### src/rtl/multicycle_core.sv
// Multicycle MIPS-subset core: FSM controller, one shared ALU, one unified memory port with ready handshake.
// Optional build macro BNE_EN adds the bne opcode (0x05); without it bne traps as illegal.
module multicycle_core #(
  parameter logic [31:0] RESET_PC = 32'h0000_0000,
  parameter int          ADDR_W   = 32
) (
  input  logic              clk,
  input  logic              reset,
  output logic              mem_req,
  output logic              mem_we,
  output logic [ADDR_W-1:0] mem_addr,
  output logic [31:0]       mem_wdata,
  input  logic [31:0]       mem_rdata,
  input  logic              mem_ready,
  output logic [31:0]       pc,
  output logic              retired,
  output logic              illegal
);

  localparam logic [3:0] S_FETCH  = 4'd0;
  localparam logic [3:0] S_DECODE = 4'd1;
  localparam logic [3:0] S_MEMADR = 4'd2;
  localparam logic [3:0] S_MEMRD  = 4'd3;
  localparam logic [3:0] S_MEMWB  = 4'd4;
  localparam logic [3:0] S_MEMWR  = 4'd5;
  localparam logic [3:0] S_EXEC   = 4'd6;
  localparam logic [3:0] S_ALUWB  = 4'd7;
  localparam logic [3:0] S_ADDIEX = 4'd8;
  localparam logic [3:0] S_ADDIWB = 4'd9;
  localparam logic [3:0] S_BRANCH = 4'd10;
  localparam logic [3:0] S_JUMP   = 4'd11;
  localparam logic [3:0] S_TRAP   = 4'd12;

  localparam logic [5:0] OP_R    = 6'h00;
  localparam logic [5:0] OP_J    = 6'h02;
  localparam logic [5:0] OP_BEQ  = 6'h04;
  localparam logic [5:0] OP_ADDI = 6'h08;
  localparam logic [5:0] OP_LW   = 6'h23;
  localparam logic [5:0] OP_SW   = 6'h2B;
`ifdef BNE_EN
  localparam logic [5:0] OP_BNE  = 6'h05;
`endif

  logic [3:0]  r_state;
  logic [3:0]  w_next;
  logic [31:0] r_pc, r_ir, r_a, r_b, r_aluout, r_mdr;
  logic        r_illegal;
  logic [31:0] r_regs [0:31];

  logic [5:0]  w_op, w_funct;
  logic [4:0]  w_rs, w_rt, w_rd;
  logic [31:0] w_simm, w_rs_val, w_rt_val;
  logic [31:0] w_alu_a, w_alu_b, w_alu_y;
  logic [2:0]  w_alu_ctl, w_funct_ctl;
  logic        w_funct_ok, w_zero, w_take;
  logic        w_rf_we;
  logic [4:0]  w_rf_addr;
  logic [31:0] w_rf_dat;

  assign w_op     = r_ir[31:26];
  assign w_rs     = r_ir[25:21];
  assign w_rt     = r_ir[20:16];
  assign w_rd     = r_ir[15:11];
  assign w_funct  = r_ir[5:0];
  assign w_simm   = {{16{r_ir[15]}}, r_ir[15:0]};
  // $0 is hardwired: entry 0 is never written and never read
  assign w_rs_val = (w_rs == 5'd0) ? 32'd0 : r_regs[w_rs];
  assign w_rt_val = (w_rt == 5'd0) ? 32'd0 : r_regs[w_rt];

  always_comb begin
    w_funct_ok  = 1'b1;
    w_funct_ctl = 3'b010;
    case (w_funct)
      6'h20:   w_funct_ctl = 3'b010;
      6'h22:   w_funct_ctl = 3'b110;
      6'h24:   w_funct_ctl = 3'b000;
      6'h25:   w_funct_ctl = 3'b001;
      6'h2A:   w_funct_ctl = 3'b111;
      default: w_funct_ok  = 1'b0;
    endcase
  end

  // Operand steering for the single ALU; BRANCH reuses it as the A/B comparator.
  always_comb begin
    w_alu_a   = r_a;
    w_alu_b   = r_b;
    w_alu_ctl = 3'b010;
    case (r_state)
      S_FETCH:  begin w_alu_a = r_pc; w_alu_b = 32'd4; end
      S_DECODE: begin w_alu_a = r_pc; w_alu_b = w_simm << 2; end
      S_MEMADR, S_ADDIEX: w_alu_b = w_simm;
      S_EXEC:   w_alu_ctl = w_funct_ctl;
      S_BRANCH: w_alu_ctl = 3'b110;
      default:  ;
    endcase
  end

  always_comb begin
    case (w_alu_ctl)
      3'b110:  w_alu_y = w_alu_a - w_alu_b;
      3'b000:  w_alu_y = w_alu_a & w_alu_b;
      3'b001:  w_alu_y = w_alu_a | w_alu_b;
      3'b111:  w_alu_y = {31'd0, ($signed(w_alu_a) < $signed(w_alu_b))};
      default: w_alu_y = w_alu_a + w_alu_b;
    endcase
  end

  assign w_zero = (w_alu_y == 32'd0);
`ifdef BNE_EN
  assign w_take = (w_op == OP_BNE) ? !w_zero : w_zero;
`else
  assign w_take = w_zero;
`endif

  always_comb begin
    w_next = r_state;
    case (r_state)
      S_FETCH:  if (mem_ready) w_next = S_DECODE;
      S_DECODE: begin
        case (w_op)
          OP_LW, OP_SW: w_next = S_MEMADR;
          OP_R:         w_next = w_funct_ok ? S_EXEC : S_TRAP;
          OP_BEQ:       w_next = S_BRANCH;
`ifdef BNE_EN
          OP_BNE:       w_next = S_BRANCH;
`endif
          OP_ADDI:      w_next = S_ADDIEX;
          OP_J:         w_next = S_JUMP;
          default:      w_next = S_TRAP;
        endcase
      end
      S_MEMADR: w_next = (w_op == OP_LW) ? S_MEMRD : S_MEMWR;
      S_MEMRD:  if (mem_ready) w_next = S_MEMWB;
      S_MEMWR:  if (mem_ready) w_next = S_FETCH;
      S_EXEC:   w_next = S_ALUWB;
      S_ADDIEX: w_next = S_ADDIWB;
      S_MEMWB, S_ALUWB, S_ADDIWB, S_BRANCH, S_JUMP: w_next = S_FETCH;
      S_TRAP:   w_next = S_TRAP;
      default:  w_next = S_FETCH;
    endcase
  end

  always_comb begin
    w_rf_we   = 1'b0;
    w_rf_addr = w_rt;
    w_rf_dat  = r_aluout;
    case (r_state)
      S_MEMWB:  begin w_rf_we = 1'b1; w_rf_dat = r_mdr; end
      S_ALUWB:  begin w_rf_we = 1'b1; w_rf_addr = w_rd; end
      S_ADDIWB: w_rf_we = 1'b1;
      default:  ;
    endcase
  end

  always_ff @(posedge clk) begin
    if (reset) begin
      r_state   <= S_FETCH;
      r_pc      <= RESET_PC;
      r_ir      <= '0;
      r_a       <= '0;
      r_b       <= '0;
      r_aluout  <= '0;
      r_mdr     <= '0;
      r_illegal <= 1'b0;
      for (int i = 0; i < 32; i++) r_regs[i] <= '0;
    end else begin
      r_state <= w_next;
      case (r_state)
        S_FETCH: if (mem_ready) begin
          r_ir <= mem_rdata;
          r_pc <= w_alu_y;
        end
        S_DECODE: begin
          r_a      <= w_rs_val;
          r_b      <= w_rt_val;
          r_aluout <= w_alu_y;
          if (w_next == S_TRAP) r_illegal <= 1'b1;
        end
        S_MEMADR, S_EXEC, S_ADDIEX: r_aluout <= w_alu_y;
        S_MEMRD:  if (mem_ready) r_mdr <= mem_rdata;
        S_BRANCH: if (w_take) r_pc <= r_aluout;
        S_JUMP:   r_pc <= {r_pc[31:28], r_ir[25:0], 2'b00};
        default:  ;
      endcase
      if (w_rf_we && (w_rf_addr != 5'd0)) r_regs[w_rf_addr] <= w_rf_dat;
    end
  end

  // Address, data and write enable derive only from state and registers frozen during a wait.
  assign mem_req   = (r_state == S_FETCH) || (r_state == S_MEMRD) || (r_state == S_MEMWR);
  assign mem_we    = (r_state == S_MEMWR);
  assign mem_addr  = (r_state == S_FETCH) ? r_pc[ADDR_W-1:0] : r_aluout[ADDR_W-1:0];
  assign mem_wdata = r_b;
  assign pc        = r_pc;
  assign illegal   = r_illegal;
  assign retired   = (r_state == S_MEMWB) || (r_state == S_ALUWB) || (r_state == S_ADDIWB) ||
                     (r_state == S_BRANCH) || (r_state == S_JUMP) ||
                     ((r_state == S_MEMWR) && mem_ready);

endmodule
### config.mk
export PLATFORM = sky130hd
export DESIGN_NAME = multicycle_core
export DESIGN_NICKNAME = d
export VERILOG_FILES = /design/src/rtl/multicycle_core.sv
export SDC_FILE = /design/constraint.sdc
export NUM_CORES = 2
export LEC_CHECK = 0
export CORE_ASPECT_RATIO = 0.75
export CORE_MARGIN = 2
export CORE_UTILIZATION = 40
export CTS_CLUSTER_SIZE = 24
export DETAILED_ROUTE_END_ITERATION = 10
export HOLD_SLACK_MARGIN = 0.02
export PLACE_DENSITY_LB_ADDON = 0.05
export SLEW_MARGIN = 20
export SYNTH_ARGS = -nofsm -noshare
export SYNTH_HDL_FRONTEND = slang
export SYNTH_SLANG_ARGS = --single-unit
### constraint.sdc
create_clock -name clk -period 11.9 [get_ports clk]
set_clock_uncertainty 0.2 [all_clocks]
set_input_delay 2.38 -clock clk [delete_from_list [all_inputs] [get_ports clk]]
set_output_delay 2.38 -clock clk [all_outputs]
set_load 0.01 [all_outputs]
==> qor.csv <==
metric,value,unit
htreeDepth,4,
pre_cts_ws,3.69,ns
drive_gt1_share,22.0,%
final_cell_count_no_fill,7706,
cts.clk_slew.worst_paths,0.06,ns
hold_buffers,0,
period_share,72.2,%
ctsRootBufferMaster,clkbuf_16,
critPathArrivalTime,9.10,ns
start_kind,flop,
hpwlAfterDp,169000,um
syn2layout_area_growth,13.0,%
grt-ovfl-total,0,
yosys-top-cells-count,"nor2_1 (1257), edfxtp_1 (1024), mux4_2 (640)",
total_leakage_power,24.7,nW
slew_violations,0,
post_drt_wl_per_cell,34.9,um
cp_cell_sequence,xnor2_1 -> nor3_2 -> buf_4 -> inv_1 -> nand2_1 -> buf_4 -> nand2_1 -> o21a_1 -> ha_1 -> nand4_1 -> nor3_1 -> nand4_1 -> a21oi_1 -> nor3_1 -> mux2i_1 -> a311oi_1 -> nor2b_1 -> and4_1 -> buf_4 -> and2_1 -> buf_4 -> a311o_1,
netlist_instances,5402,
antenna_found_initial,8,
slowest_stage,dfxtp_1,
crit_buf_inv,5,
cap_violations,0,
crit_type,flop to flop,
power_density,244,nW/um2
nets,5481,
tns,0,ns
dpl_cell_area,71800,um2
crit_path_max_fanout,27,
port_buffers,134,
endpoint_kind,flop,
critical-path-max-stage-delay,0.86,ns
switching_share,43.1,%
synth-edff-count,1024,
yosysSeqAreaShare,51.7,%
ir_worst_vdd,168,uV
vias,48800,
p_comb_share,48.1,%
synth_area_leaders,"edfxtp_1 (46%), mux4_2 (21%), nor2_1 (7.0%), dfxtp_1 (6.1%), nand2_1 (2.4%)",
yosysMostFrequentCell,nor2_1,
syn_avg_cell_area,12.5,um2
drt_iter0_drc,6510,
netlist_area,67400,um2
grt_pass1_wl,377000,um
status,"finished, final reports clean",
core,167000,um2
fp.dieArea,172000,um2
power_frac_seq,29.2,%
synth_flop_cell,edfxtp_1,
post-route-drc-count,0,
routed_wl,269000,um
first_pass_iters,6,
ios,135,
hold_viol,0,
tritoncts,built,
ys_ff_latch,1231,
post-place-cells,7451,
postCtsSetupRepairBufs,0,
finalCriticalPeriod,8.59,ns
path_common_cell,buf_4,
gp_congestion,0.961,
grt_pass1_vias,46900,
vias_per_cell,6.33,
ctsResizeCount,0,
yosys.cell_types.count,100,
clock_path_buffers,3,
yosysWarnings,0,
crit_family,simple AND/OR/NAND/NOR gates,
p_switching,8.02,mW
fillCellCount,15100,
grtUsageTotal,31.0,%
power,18.6,mW
max_clock_freq,0.116,GHz
p_int,10.6,mW
fin_hold_ws,0.285,ns
fin_area,76200,um2
hp-class,flop to flop,
die_h,360,um
setup_ws,3.31,ns
die_w,478,um
async_flop_share,0,%
clk_latency,0.80,ns
grt_max_degree,143,
utilization,45.5,%
required,12.41,ns
tightest_slew,1.21,ns
power_frac_clock,22.7,%
cts.sinks,1231,
rows,130,
setup_viol,0,
synth.top_cell.area_share,45.6,%
rsz0062_at_grt,false,
ant_nets,0,
slew_headroom,19.1,%
yosysTopAreaCell,edfxtp_1,
start_util,40.3,%
cts_buffers,135,
power by group through the flow:
stage / clock network (mW) / logic [mW] / registers (mW)
5_1_grt: 4.47 / 9.40 / 5.46
3_3_place_gp: 0 / 8.74 / 5.51
3_5_place_dp: 0 / 8.71 / 5.51
4_1_cts: 4.29 / 8.74 / 5.42
6_report: 4.23 / 8.95 / 5.43
2_1_floorplan: 0 / 5.56 / 5.21
area by class of cell:
cell class	count	area [um2]	area share [%]
multi-input cells	3590	31000	40.7
well taps	2244	2810	3.68
inverters	102	384	0.504
clock buffers	185	3720	4.88
flip-flops and latches	1231	34900	45.8
diodes	4	10.0	0.0131
repair buffers	287	2760	3.62
clock inverters	63	608	0.798
registers in the layout, summed over array words and instances, names as in the netlist, named ones only:
name and cells:
r_state 4, r_a 32, r_regs 1024, mem_wdata 32, r_aluout 32, illegal 1
r_ir 32, r_mdr 32, pc 32
path summary, 6_finish.rpt:
check | to | slack, ns | from | cells after the start
max reg2reg | pc[23] | 3.31 | r_state[3] | 22
min | r_mdr[24] | 0.28 | r_mdr[24] | 2
max | pc[23] | 3.31 | r_state[3] | 22
min reg2reg | r_mdr[24] | 0.28 | r_mdr[24] | 2
cell usage in the layout (no fill, tap or decap), types with 33 or more instances in the layout:
cell type and instances:
a211oi_1 45, a21oi_1 268, buf_4 137, clkbuf_1 39
clkbuf_16 141, clkdlybuf4s50_1 133, dfxtp_1 197, edfxtp_1 1024
ha_1 97, inv_1 101, mux2_2 33, mux2i_1 75
mux4_2 640, nand2_1 374, nand2_2 47, nand4_1 37
nor2_1 1256, nor2b_1 42, o21ai_0 91
tightest hold or removal path, cell delays in order, from the launching register on:
cell     delay (ns)
dfxtp_1        0.33
nand2_1        0.06
a21oi_1        0.05
logic make-up (layout without fill, tap and decap cells):
family                   count (synthesis)  count (layout)  share of synthesized area, %
adder cells (fa/ha/maj)                 99              99                          1.86
multiplexers                           782             782                          23.5
AND/OR/NAND/NOR                       1961            1961                          12.1
other                                    1              36                       0.00556
buffers and inverters                  612             637                          3.57
AO/OA/AOI/OAI                          703             703                          7.01
XOR/XNOR                                13              13                         0.169
flip-flops                            1231            1231                          51.7
metal layers:
layer	GRT usage, %	vias up	share of wire, %
li1	-	20200	-
met1	47.8	25700	45
met4	7.87	0	2.5
met5	0	-	0
met2	45.0	2545	43
met3	5.77	349	9.0
No activity file was read; power rests on OpenSTA's default activity.
